**config.mk**
```make
export PLATFORM = sky130hd
export DESIGN_NAME = hs1_rt_bm_responder
export DESIGN_NICKNAME = d
export VERILOG_FILES = /design/src/rtl/hs1_pkg.sv /design/src/rtl/hs1_rdy_fsm.sv /design/src/rtl/hs1_rt_bm_responder.sv
export SDC_FILE = /design/constraint.sdc
export NUM_CORES = 1
export LEC_CHECK = 0
export CAP_MARGIN = 25
export CORE_MARGIN = 1
export CORE_UTILIZATION = 25
export CTS_CLUSTER_DIAMETER = 80
export DETAILED_ROUTE_END_ITERATION = 16
export GPL_TIMING_DRIVEN = 1
export PLACE_DENSITY_LB_ADDON = 0.1
export SYNTH_ARGS = -nofsm -noshare
export SYNTH_HDL_FRONTEND = slang
export SYNTH_SLANG_ARGS = --single-unit
```
**constraint.sdc**
```tcl
create_clock -name CK -period 8.2 [get_ports CK]
set_input_delay 1.23 -clock CK [delete_from_list [all_inputs] [get_ports CK]]
set_output_delay 1.23 -clock CK [all_outputs]
set_load 0.01 [all_outputs]
```
**src/rtl/hs1_pkg.sv**
```systemverilog
// Shared types and widths for the HS1 Rt/Bm handshake responder.
package hs1_pkg;

  localparam int CNT_W = 4;
  localparam int TMO_W = 8;

  typedef enum logic [4:0] {
    IDLE  = 5'b00001,
    WAIT1 = 5'b00010,
    RDY1  = 5'b00100,
    RDY2  = 5'b01000,
    DONE  = 5'b10000
  } hs_state_t;

endpackage

```
**src/rtl/hs1_rdy_fsm.sv**
```systemverilog
// One HS1 channel: Want -> Rdy1 -> Rdy2 -> completion, with programmable delays.
// Optional RDY2 watchdog when HS1_TIMEOUT_EN is defined.
module hs1_rdy_fsm
  import hs1_pkg::*;
#(
  parameter int RDY1_DLY = 1,
  parameter int RDY2_DLY = 2
`ifdef HS1_TIMEOUT_EN
  ,
  parameter int TMO_CYC  = 64
`endif
) (
  input  logic clk,
  input  logic rst_n,
  input  logic want,
  input  logic gate_ok,
  output logic rdy1,
  output logic rdy2,
  output logic cmpl,
  output logic tmo
);

  hs_state_t        state_q, state_d;
  logic [CNT_W-1:0] cnt_q, cnt_d;

`ifdef HS1_TIMEOUT_EN
  logic [TMO_W-1:0] wd_q, wd_d;
  logic             tmo_q, tmo_d;
`endif

  // NOTE: every combinational output gets a default before the case, so no path leaves it unassigned and no latch is inferred.
  always_comb begin
    state_d = state_q;
    cnt_d   = cnt_q;
`ifdef HS1_TIMEOUT_EN
    wd_d    = '0;
    tmo_d   = 1'b0;
`endif
    case (state_q)
      IDLE: begin
        if (want && gate_ok) begin
          state_d = WAIT1;
          cnt_d   = CNT_W'(RDY1_DLY);
        end
      end
      WAIT1: begin
        if (!want) begin
          state_d = IDLE;
        end else if (cnt_q == '0) begin
          state_d = RDY1;
          cnt_d   = CNT_W'(RDY2_DLY);
        end else begin
          cnt_d = cnt_q - CNT_W'(1);
        end
      end
      RDY1: begin
        if (!want) begin
          state_d = IDLE;
        end else if (cnt_q == '0) begin
          state_d = RDY2;
        end else begin
          cnt_d = cnt_q - CNT_W'(1);
        end
      end
      RDY2: begin
        if (!want) begin
          state_d = DONE;
        end
`ifdef HS1_TIMEOUT_EN
        // Controller stuck with Want high: abandon the handshake, no completion.
        else if (wd_q == TMO_W'(TMO_CYC - 1)) begin
          state_d = IDLE;
          tmo_d   = 1'b1;
        end else begin
          wd_d = wd_q + TMO_W'(1);
        end
`endif
      end
      DONE:    state_d = IDLE;
      default: state_d = IDLE;
    endcase
  end

  // NOTE: state registers use non-blocking assignments so every flop samples pre-edge values.
  always_ff @(posedge clk or negedge rst_n) begin
    if (!rst_n) begin
      state_q <= IDLE;
      cnt_q   <= '0;
    end else begin
      state_q <= state_d;
      cnt_q   <= cnt_d;
    end
  end

`ifdef HS1_TIMEOUT_EN
  always_ff @(posedge clk or negedge rst_n) begin
    if (!rst_n) begin
      wd_q  <= '0;
      tmo_q <= 1'b0;
    end else begin
      wd_q  <= wd_d;
      tmo_q <= tmo_d;
    end
  end
  assign tmo = tmo_q;
`else
  assign tmo = 1'b0;
`endif

  assign rdy1 = (state_q == RDY1) || (state_q == RDY2);
  assign rdy2 = (state_q == RDY2);
  assign cmpl = (state_q == DONE);

endmodule

```
**src/rtl/hs1_rt_bm_responder.sv**
```systemverilog
// HS1 peer responder: Rt and Bm handshake channels plus buffer occupancy flags.
// Define HS1_TIMEOUT_EN to add the per-channel RDY2 watchdog driving HsErr.
module hs1_rt_bm_responder
  import hs1_pkg::*;
#(
  parameter int DEPTH    = 4,
  parameter int RDY1_DLY = 1,
  parameter int RDY2_DLY = 2,
  parameter int TMO_CYC  = 64
) (
  input  logic CK,
  input  logic RN,
  input  logic WantRtHS1,
  input  logic WantBmHS1,
  input  logic PushI,
  output logic Rdy1RtHS1,
  output logic Rdy2RtHS1,
  output logic Rdy1BmHS1,
  output logic Rdy2BmHS1,
  output logic FullIHS1,
  output logic FullOHS1,
  output logic InDoneHS1,
  output logic HsErr
);

  if (DEPTH < 1 || DEPTH > 15 || RDY1_DLY < 0 || RDY1_DLY > 15 ||
      RDY2_DLY < 0 || RDY2_DLY > 15 || TMO_CYC < 1 || TMO_CYC > 255) begin : g_bad_cfg
    $error("hs1_rt_bm_responder: parameter out of range");
  end

  localparam logic [CNT_W-1:0] DEPTH_C = CNT_W'(DEPTH);

  logic [CNT_W-1:0] in_cnt_q, in_cnt_d;
  logic [CNT_W-1:0] out_cnt_q, out_cnt_d;
  logic             in_done_q, in_done_d;
  logic             full_i_q, full_o_q;
  logic             rt_gate, bm_gate, push_ok;
  logic             rt_cmpl, bm_cmpl, rt_tmo, bm_tmo;

  assign rt_gate = (in_cnt_q != '0) && (out_cnt_q < DEPTH_C);
  assign bm_gate = (out_cnt_q != '0);
  assign push_ok = PushI && (in_cnt_q < DEPTH_C);

  hs1_rdy_fsm #(
    .RDY1_DLY(RDY1_DLY),
    .RDY2_DLY(RDY2_DLY)
`ifdef HS1_TIMEOUT_EN
    ,
    .TMO_CYC (TMO_CYC)
`endif
  ) u_rt (
    .clk    (CK),
    .rst_n  (RN),
    .want   (WantRtHS1),
    .gate_ok(rt_gate),
    .rdy1   (Rdy1RtHS1),
    .rdy2   (Rdy2RtHS1),
    .cmpl   (rt_cmpl),
    .tmo    (rt_tmo)
  );

  hs1_rdy_fsm #(
    .RDY1_DLY(RDY1_DLY),
    .RDY2_DLY(RDY2_DLY)
`ifdef HS1_TIMEOUT_EN
    ,
    .TMO_CYC (TMO_CYC)
`endif
  ) u_bm (
    .clk    (CK),
    .rst_n  (RN),
    .want   (WantBmHS1),
    .gate_ok(bm_gate),
    .rdy1   (Rdy1BmHS1),
    .rdy2   (Rdy2BmHS1),
    .cmpl   (bm_cmpl),
    .tmo    (bm_tmo)
  );

  // An Rt completion moves one entry from the input buffer to the output buffer.
  always_comb begin
    case ({push_ok, rt_cmpl})
      2'b10:   in_cnt_d = in_cnt_q + CNT_W'(1);
      2'b01:   in_cnt_d = in_cnt_q - CNT_W'(1);
      default: in_cnt_d = in_cnt_q;
    endcase
    case ({rt_cmpl, bm_cmpl})
      2'b10:   out_cnt_d = out_cnt_q + CNT_W'(1);
      2'b01:   out_cnt_d = out_cnt_q - CNT_W'(1);
      default: out_cnt_d = out_cnt_q;
    endcase
    if (push_ok)
      in_done_d = 1'b0;
    else if (rt_cmpl && (in_cnt_q == CNT_W'(1)))
      in_done_d = 1'b1;
    else
      in_done_d = in_done_q;
  end

  always_ff @(posedge CK or negedge RN) begin
    if (!RN) begin
      in_cnt_q  <= '0;
      out_cnt_q <= '0;
      in_done_q <= 1'b0;
      full_i_q  <= 1'b0;
      full_o_q  <= 1'b0;
    end else begin
      in_cnt_q  <= in_cnt_d;
      out_cnt_q <= out_cnt_d;
      in_done_q <= in_done_d;
      full_i_q  <= (in_cnt_d == DEPTH_C);
      full_o_q  <= (out_cnt_d == DEPTH_C);
    end
  end

  assign FullIHS1  = full_i_q;
  assign FullOHS1  = full_o_q;
  assign InDoneHS1 = in_done_q;
  assign HsErr     = rt_tmo | bm_tmo;

endmodule

```
==> results.sh, run 1 <==
export IMPL_grt_pass1_wl_um=6700
export IMPL_switching_share_pct=34.5
export IMPL_ys_types=48
export IMPL_ioPinCount=13
export IMPL_drive_above_1_share_pct=8.37
export IMPL_status="finished, final reports clean"
export IMPL_htree_levels=2
export IMPL_die_h_um=86.1
export IMPL_grt_remaining_overflow=0
export IMPL_coreArea_um2=6790
export IMPL_crit_arrival_ns=2.23
export IMPL_clock_root_buffer="clkbuf_8"
export IMPL_synth_top_family_by_area="simple AND/OR/NAND/NOR gates"
export IMPL_netlist_area_um2=1770
export IMPL_cts_sinks=29
export IMPL_yosysWarnings=0
export IMPL_grt_antenna_before_repair=0
export IMPL_mostFrequentLayoutCells="dfrtp_1 (27), nand2_1 (16), nor2_1 (13)"
export IMPL_grt_pass1_vias=1418
export IMPL_fin_tns_setup_ns=0
export IMPL_place_congestion=0.781
export IMPL_diodes=0
export IMPL_syn_avg_cell_area_um2=9.51
export IMPL_crit_fanout=8
export IMPL_r2r_end="FullOHS1$_DFF_PN0_"
export IMPL_clockBufferDepth=2
export IMPL_synthArstFlopShare_pct=100
export IMPL_hold_end="InDoneHS1$_DFFE_PN0P_"
export IMPL_cts_made_buffers=5
export IMPL_holdPathStages=2
export IMPL_power_frac_seq_pct=44.1
export IMPL_port_buffers=11
export IMPL_drtIter0Drc=36
export IMPL_end_kind="output pin"
export IMPL_startpoint_type="register"
export IMPL_synth_edff_count=0
export IMPL_first_pass_iters=4
export IMPL_synth_fa_ha_area_share_pct=8.49
export IMPL_muxShareOfSynthArea_pct=4.03
export IMPL_detail_route_antenna_nets=0
export IMPL_synth_seq_cells=29
export IMPL_netlist_instances=186
export IMPL_start_util_pct=26.0
export IMPL_hold_path_startpoint="InDoneHS1$_DFFE_PN0P_"
export IMPL_clkTransAtPathRegs_ns=0.07
export IMPL_grt_usage_pct=11.8
export IMPL_post_drt_wl_per_cell_um=12.7
export IMPL_hold_class="register to register"
export IMPL_utilization_pct=30.5
export IMPL_pre_cts_ws_ns=5.06
export IMPL_setup_ws_ns=4.74
export IMPL_hold_violations=0
export IMPL_r2r_cells=11
export IMPL_synth_xor_area_share_pct=3.96
export IMPL_pwr_share_clk_pct=27.8
export IMPL_dp_hpwl_um=2780
export IMPL_synth_simple_area_share_pct=24.4
export IMPL_power_switching_mw=0.145
export IMPL_p_leak_nw=0.915
export IMPL_cts_resized=0
export IMPL_cts_tree="done"
export IMPL_die_w_um=86.1
export IMPL_area_delta_synth_final_pct=17.1
export IMPL_combPwrFrac_pct=28.1
export IMPL_min_period_ns=3.46
export IMPL_viasPerCell=4.69
export IMPL_cts_hold_buf=0
export IMPL_die_area_um2=7410
export IMPL_r2r_slack_ns=5.17
export IMPL_power_internal_mw=0.274
export IMPL_ys_flop_type="dfrtp_1"
export IMPL_syn_nets=203
export IMPL_timing_worst_setup_path_type="register to output pin"
export IMPL_drt_wl_total_um=3800
export IMPL_rows=30
export IMPL_rsz0062_at_grt="no"
export IMPL_final_common_cell="dfrtp_1"
export IMPL_postCtsSetupBuffers=0
export IMPL_clock_latency_ns=0.28
export IMPL_grt_max_degree=30
export IMPL_via_count=1402
export IMPL_synth_seq_area_share_pct=41.2
export IMPL_dp_cells=291
export IMPL_max_freq_ghz=0.289
export IMPL_nets=219
export IMPL_instances_no_fill=299
export IMPL_finalSetupViolCount=0
export IMPL_synth_compound_gate_area_share_pct=14.2
export IMPL_r2r_start="u_rt.state_q[1]$_DFFE_PN0P_"
export IMPL_vdd_drop_max_uv=52.5
export IMPL_drcViolationCount=0
export IMPL_worstPathRequired_ns=6.97
export IMPL_power_density_nw_per_um2=202
export IMPL_max_cap_violations=0
export IMPL_final_max_slew_viol_count=0
export IMPL_period_share_pct=42.2
export IMPL_skew_ns=0.00775
-- power groups by stage --
stage	clock network [mW]	registers, mW	logic [mW]
final	0.116	0.185	0.117
after global routing	0.128	0.189	0.135
after CTS	0.121	0.185	0.119
after detailed placement	0	0.187	0.118
after global placement	0	0.186	0.117
after floorplan	0	0.181	0.0907
-- cell type report --
class                           instances  area [µm²]
Timing Repair Buffer                   12         118
Sequential cell                        29         728
Clock inverter                          2        10.0
Inverter                               12        45.0
Multi-Input combinational cell        142         977
Clock buffer                            6        72.6
Tap cell                               96         120
Fill cell                             731        4720
-- metal layers --
| layer | GRT usage, % | part of all wire, % |
|---|---|---|
| met1 | 14.2 | 46 |
| met2 | 19.6 | 49 |
| met3 | 3.18 | 3.1 |
| met4 | 5.15 | 1.8 |
| met5 | 0 | 0 |
-- cell families after synthesis --
family | Yosys count
compound gates | 39
xor+xnor | 8
fa+ha+maj | 12
buf+inv | 15
flops | 29
mux | 7
other cells | 1
simple gates | 75
-- synthesized netlist by cell type (2+ instances only) --
| library cell | n | share of area [%] |
|---|---|---|
| dfrtp_1 | 27 | 38 |
| nand2_1 | 16 | 3.4 |
| nor2_1 | 13 | 2.8 |
| ha_1 | 12 | 8.5 |
| inv_1 | 12 | 2.5 |
| a21oi_1 | 10 | 2.8 |
| o21ai_0 | 8 | 2.3 |
| mux2i_1 | 6 | 3.4 |
| nor3_1 | 6 | 1.7 |
| nand2b_1 | 5 | 1.8 |
| nor3b_1 | 5 | 2.1 |
| xor2_1 | 5 | 2.5 |
| a31oi_1 | 4 | 1.4 |
| and2_1 | 4 | 1.4 |
| a21boi_0 | 3 | 1.3 |
| and3_1 | 3 | 1.1 |
| nand3_1 | 3 | 0.85 |
| nand3b_1 | 3 | 1.3 |
| o22ai_1 | 3 | 1.1 |
| xnor2_1 | 3 | 1.5 |
| buf_2 | 2 | 0.57 |
| dfstp_2 | 2 | 3.0 |
| nor4b_1 | 2 | 0.99 |
| nor4bb_1 | 2 | 1.1 |
| o21a_1 | 2 | 0.85 |
| or3_1 | 2 | 0.71 |
| or3b_1 | 2 | 0.99 |
-- state kept, by name (all words and copies together) (netlist names) --
signal        flops
in_cnt_q          4
u_bm.cnt_q        4
u_rt.state_q      5
u_rt.cnt_q        4
FullIHS1          1
InDoneHS1         1
out_cnt_q         4
u_bm.state_q      5
FullOHS1          1
-- critical path: stages (launching register included) --
cell	delay [ns]
dfrtp_1	0.46
or3_1	0.42
or3b_1	0.42
inv_1	0.11
clkdlybuf4s50_1	0.53
-- metrics by stage --
step                      cell area (µm²)  hold slack [ns]  power, mW
after floorplan                      1770            0.457      0.272
final                                2070            0.503      0.419
after global placement               1990            0.480      0.302
after CTS                            2070            0.514      0.425
after detailed placement             1990            0.499      0.305
after global routing                 2070            0.532      0.452
-- worst max path at each step --
stage,from,to,slack [ns],cells after the start
after CTS,u_rt.state_q[1]$_DFFE_PN0P_,Rdy2RtHS1,4.74,4
after global placement,u_rt.state_q[1]$_DFFE_PN0P_,Rdy2RtHS1,5.10,4
after global routing,u_rt.state_q[1]$_DFFE_PN0P_,Rdy2RtHS1,4.65,4
final,u_rt.state_q[1]$_DFFE_PN0P_,Rdy2RtHS1,4.74,4
after floorplan,u_rt.state_q[1]$_DFFE_PN0P_,FullOHS1$_DFF_PN0_,5.57,11
after detailed placement,u_rt.state_q[1]$_DFFE_PN0P_,Rdy2RtHS1,5.06,4
No activity file was read; power rests on OpenSTA's default activity.
==> run 2, diff against run 1 <==
==> constraint.sdc (replaced) <==
create_clock -name CK -period 3.2 [get_ports CK]
set_input_delay 0.48 -clock CK [delete_from_list [all_inputs] [get_ports CK]]
set_output_delay 0.48 -clock CK [all_outputs]
set_load 0.01 [all_outputs]
==> results.sh, run 2 (synthesis gave the netlist of run 1 again) <==
export IMPL_final_common_cell="dfrtp_1"
export IMPL_htree_levels=2
export IMPL_cp_startpoint="u_rt.state_q[1]$_DFFE_PN0P_"
export IMPL_place_congestion=0.745
export IMPL_max_slew_margin_pct=67.4
export IMPL_period_share_pct=91.1
export IMPL_first_pass_iters=4
export IMPL_clock_latency_ns=0.27
export IMPL_post_drt_wl_per_cell_um=13.0
export IMPL_drive_above_1_share_pct=7.92
export IMPL_hold_path_startpoint="u_rt.cnt_q[3]$_DFFE_PN0P_"
export IMPL_finalSetupViolCount=0
export IMPL_coreArea_um2=6790
export IMPL_mostFrequentLayoutCells="dfrtp_1 (27), nand2_1 (16), nor2_1 (13)"
export IMPL_postCtsSetupBuffers=0
export IMPL_area_delta_synth_final_pct=17.3
export IMPL_hold_violations=0
export IMPL_cts_sinks=29
export IMPL_grt_pass1_vias=1400
export IMPL_met1_length_um=1870
export IMPL_dp_cells=291
export IMPL_rows=30
export IMPL_fin_tns_setup_ns=0
export IMPL_viasPerCell=4.69
export IMPL_p_leak_nw=0.914
export IMPL_max_freq_ghz=0.343
export IMPL_grt_remaining_overflow=0
export IMPL_grt_antenna_before_repair=0
export IMPL_tightest_slew_ns=0.482
export IMPL_status="finished, final reports clean"
export IMPL_wl_met3_um=110
export IMPL_drcViolationCount=0
export IMPL_port_buffers=11
export IMPL_power_density_nw_per_um2=524
export IMPL_place_area_um2=1990
export IMPL_nets=219
export IMPL_crit_fanout=8
export IMPL_detail_route_antenna_nets=0
export IMPL_crit_arrival_ns=3.08
export IMPL_die_area_um2=7410
export IMPL_clockBufferDepth=2
export IMPL_grt_max_degree=30
export IMPL_drt_wl_total_um=3880
export IMPL_die_w_um=86.1
export IMPL_min_period_ns=2.92
export IMPL_top_layer="met4"
export IMPL_hold_class="register to register"
export IMPL_final_cell_area_um2=2070
export IMPL_top_regs="u_bm.state_q (5), u_rt.state_q (5)"
export IMPL_cts_hold_buf=0
export IMPL_clkTransAtPathRegs_ns=0.06
export IMPL_final_max_slew_viol_count=0
export IMPL_vdd_drop_max_uv=121
export IMPL_die_h_um=86.1
export IMPL_start_util_pct=26.0
export IMPL_max_cap_violations=0
export IMPL_r2r_start="u_rt.state_q[1]$_DFFE_PN0P_"
export IMPL_cts_made_buffers=5
export IMPL_dr_wl_met2_um=1850
export IMPL_rsz0062_at_grt="no"
export IMPL_drtIter0Drc=24
export IMPL_instances_no_fill=298
export IMPL_via_count=1398
export IMPL_skew_ns=0.00517
export IMPL_dp_hpwl_um=2850
export IMPL_timing_worst_setup_path_type="register to register"
export IMPL_end_kind="register"
export IMPL_utilization_pct=30.5
export IMPL_grt_usage_pct=11.6
export IMPL_diodes=0
export IMPL_cts_tree="done"
export IMPL_cts_resized=0
export IMPL_worstPathRequired_ns=3.37
export IMPL_grt_pass1_wl_um=6670
export IMPL_startpoint_type="register"
export IMPL_ioPinCount=13
export IMPL_clock_root_buffer="clkbuf_8"
[run 2: routing by layer]
layer | vias up | global-route usage [%]
met5 | - | 0
met4 | 0 | 4.09
met3 | 5 | 2.98
met2 | 14 | 19.3
met1 | 685 | 14.6
li1 | 694 | -
[run 2: final timing paths]
check | slack [ns] | cells past startpoint | endpoint
setup / recovery | 0.28 | 11 | FullOHS1$_DFF_PN0_
hold / removal | 0.51 | 1 | u_rt.cnt_q[3]$_DFFE_PN0P_
setup reg to reg | 0.28 | 11 | FullOHS1$_DFF_PN0_
hold reg to reg | 0.51 | 1 | u_rt.cnt_q[3]$_DFFE_PN0P_
max in group asynchronous | 2.26 | 2 | u_bm.state_q[0]$_DFFE_PN1P_
min in group asynchronous | 0.60 | 2 | u_rt.cnt_q[2]$_DFFE_PN0P_
[run 2: power breakdown]
group	switching, mW	leakage [nW]	internal [mW]	total (mW)
Clock	0.134	0.0443	0.170	0.304
Combinational	0.168	0.485	0.137	0.306
Sequential	0.0612	0.385	0.415	0.476
[run 2: worst max-delay path: stages, from the launching register on]
cell,delay [ns]
dfrtp_1,0.45
or3_1,0.41
nor3b_1,0.34
inv_1,0.15
ha_1,0.30
xor2_1,0.19
ha_1,0.18
a21oi_1,0.17
xnor2_1,0.14
nand2b_1,0.08
xnor2_1,0.16
nor4b_1,0.24
[run 2: metrics by stage]
step                      hold WS [ns]  setup WS (ns)  power (mW)
final                            0.514          0.284        1.09
after global routing             0.531         0.0255        1.17
after CTS                        0.507          0.230        1.10
after detailed placement         0.496          0.268       0.787
after global placement           0.500          0.373       0.778
after floorplan                  0.184          0.566       0.696
[run 2: cell type report]
| type | instances | area, µm² |
|---|---|---|
| inverter | 12 | 45.0 |
| tap | 96 | 120 |
| fill | 729 | 4720 |
| timing repair buffer | 12 | 118 |
| clock buffer | 7 | 86.3 |
| sequential | 29 | 728 |
| multi-input combinational | 142 | 977 |
==> run 3, diff against run 2 <==
--- a/config.mk
+++ b/config.mk
@@ -7,11 +7,11 @@
 export LEC_CHECK = 0
 export CAP_MARGIN = 25
 export CORE_MARGIN = 1
-export CORE_UTILIZATION = 25
+export CORE_UTILIZATION = 50
 export CTS_CLUSTER_DIAMETER = 80
 export DETAILED_ROUTE_END_ITERATION = 16
 export GPL_TIMING_DRIVEN = 1
-export PLACE_DENSITY_LB_ADDON = 0.1
+export PLACE_DENSITY = 0.7
 export SYNTH_ARGS = -nofsm -noshare
 export SYNTH_HDL_FRONTEND = slang
 export SYNTH_SLANG_ARGS = --single-unit
==> results.sh, run 3 (synthesis gave the netlist of run 1 again) <==
export IMPL_place_area_um2=1930
export IMPL_power_density_nw_per_um2=540
export IMPL_startpoint_type="register"
export IMPL_min_period_ns=2.91
export IMPL_post_drt_wl_per_cell_um=13.3
export IMPL_seq_area_um2=728
export IMPL_final_max_slew_viol_count=0
export IMPL_final_common_cell="dfrtp_1"
export IMPL_rows=21
export IMPL_timing_worst_setup_path_type="register to register"
export IMPL_grt_pass1_wl_um=5730
export IMPL_grt_usage_pct=20.8
export IMPL_crit_arrival_ns=3.11
export IMPL_top_regs="u_bm.state_q (5), u_rt.state_q (5)"
export IMPL_fin_tns_setup_ns=0
export IMPL_clockBufferDepth=2
export IMPL_coreArea_um2=3360
export IMPL_grt_remaining_overflow=0
export IMPL_max_cap_violations=0
export IMPL_drtIter0Drc=64
export IMPL_p_leak_nw=0.916
export IMPL_start_util_pct=52.6
export IMPL_utilization_pct=59.9
export IMPL_wl_met3_um=158
export IMPL_crit_fanout=8
export IMPL_clkTransAtPathRegs_ns=0.11
export IMPL_cts_sinks=29
export IMPL_cts_tree="done"
export IMPL_port_buffers=11
export IMPL_die_area_um2=3780
export IMPL_clock_root_buffer="clkbuf_4"
export IMPL_mostFrequentLayoutCells="dfrtp_1 (27), nand2_1 (16), nor2_1 (13)"
export IMPL_hold_violations=0
export IMPL_dp_cells=241
export IMPL_ioPinCount=13
export IMPL_status="finished, final reports clean"
export IMPL_drcViolationCount=0
export IMPL_grt_pass1_vias=1338
export IMPL_drive_above_1_share_pct=8.87
export IMPL_diodes=0
export IMPL_drt_wl_total_um=3320
export IMPL_viasPerCell=5.67
export IMPL_vdd_drop_max_uv=297
export IMPL_worstPathRequired_ns=3.41
export IMPL_final_cell_area_um2=2020
export IMPL_first_pass_iters=4
export IMPL_nets=219
export IMPL_top_layer="met4"
export IMPL_place_congestion=0.828
export IMPL_clock_latency_ns=0.33
export IMPL_hold_class="register to register"
export IMPL_end_kind="register"
export IMPL_dp_hpwl_um=2460
export IMPL_max_freq_ghz=0.344
export IMPL_rsz0062_at_grt="no"
export IMPL_num_fill_cells=303
export IMPL_finalSetupViolCount=0
export IMPL_finalPower_mw=1.09
export IMPL_grt_max_degree=30
export IMPL_cts_hold_buf=0
export IMPL_period_share_pct=90.8
export IMPL_met1_length_um=1430
export IMPL_detail_route_antenna_nets=0
export IMPL_cts_made_buffers=5
export IMPL_htree_levels=2
export IMPL_area_delta_synth_final_pct=14.0
export IMPL_grt_antenna_before_repair=0
export IMPL_skew_ns=0.0198
export IMPL_die_h_um=61.5
export IMPL_multiInputGateArea_um2=982
export IMPL_via_count=1412
export IMPL_die_w_um=61.5
export IMPL_instances_no_fill=249
export IMPL_dr_wl_met2_um=1690
export IMPL_postCtsSetupBuffers=0
-- run 3: cell types whose count changed in the layout (fill, tap and decap cells not counted), sizes merged --
cell / delta
bufinv: +1
-- run 3: through the flow --
step	hold slack [ns]	setup WS, ns
floorplan	0.184	0.566
global placement	0.490	0.396
detailed placement	0.484	0.222
CTS	0.499	0.149
global route	0.520	0.0921
finish	0.497	0.294
-- run 3: area by class of cell --
type,count,area share [%]
multi-input combinational,142,48.7
tap,46,2.86
clock inverter,1,1.49
timing repair buffer,12,5.83
sequential,29,36.1
clock buffer,7,2.73
inverter,12,2.23
-- run 3: where the power goes --
| group | internal [mW] | total (mW) | leakage [nW] | switching [mW] |
|---|---|---|---|---|
| registers | 0.414 | 0.470 | 0.385 | 0.0559 |
| logic | 0.138 | 0.303 | 0.486 | 0.165 |
| clock network | 0.187 | 0.316 | 0.0455 | 0.130 |
-- run 3: worst max-delay path: stages, from the launching register on --
cell and delay (ns):
dfrtp_1 0.46, or3_1 0.44, nor3b_2 0.27, inv_1 0.12, ha_1 0.28, xor2_1 0.18
ha_1 0.19, a21oi_1 0.15, xnor2_1 0.14, nand2b_1 0.09, xnor2_1 0.20, nor4b_1 0.27
-- run 3: path summary, 6_finish.rpt --
path / from / slack [ns] / endpoint / cells after the start
min in group asynchronous: RN / 0.51 / u_rt.cnt_q[3]$_DFFE_PN0P_ / 2
worst min-delay path: in_cnt_q[3]$_DFF_PN0_ / 0.50 / in_cnt_q[3]$_DFF_PN0_ / 1
worst max-delay path: u_rt.state_q[1]$_DFFE_PN0P_ / 0.29 / FullOHS1$_DFF_PN0_ / 11
worst max register to register: u_rt.state_q[1]$_DFFE_PN0P_ / 0.29 / FullOHS1$_DFF_PN0_ / 11
worst min register to register: in_cnt_q[3]$_DFF_PN0_ / 0.50 / in_cnt_q[3]$_DFF_PN0_ / 1
max in group asynchronous: RN / 2.35 / u_bm.state_q[0]$_DFFE_PN1P_ / 2
-- run 3: metal layers --
metal | global-route usage [%] | vias up
li1 | - | 695
met2 | 32.8 | 37
met1 | 26.9 | 676
met4 | 8.57 | 0
met5 | 0 | -
met3 | 6.09 | 4
-- run 3: what timing repair did --
action	4_1_cts	5_1_grt
hold endpoints to repair	0	0
endpoints found under the setup margin	0	1
gates resized for setup	0	1
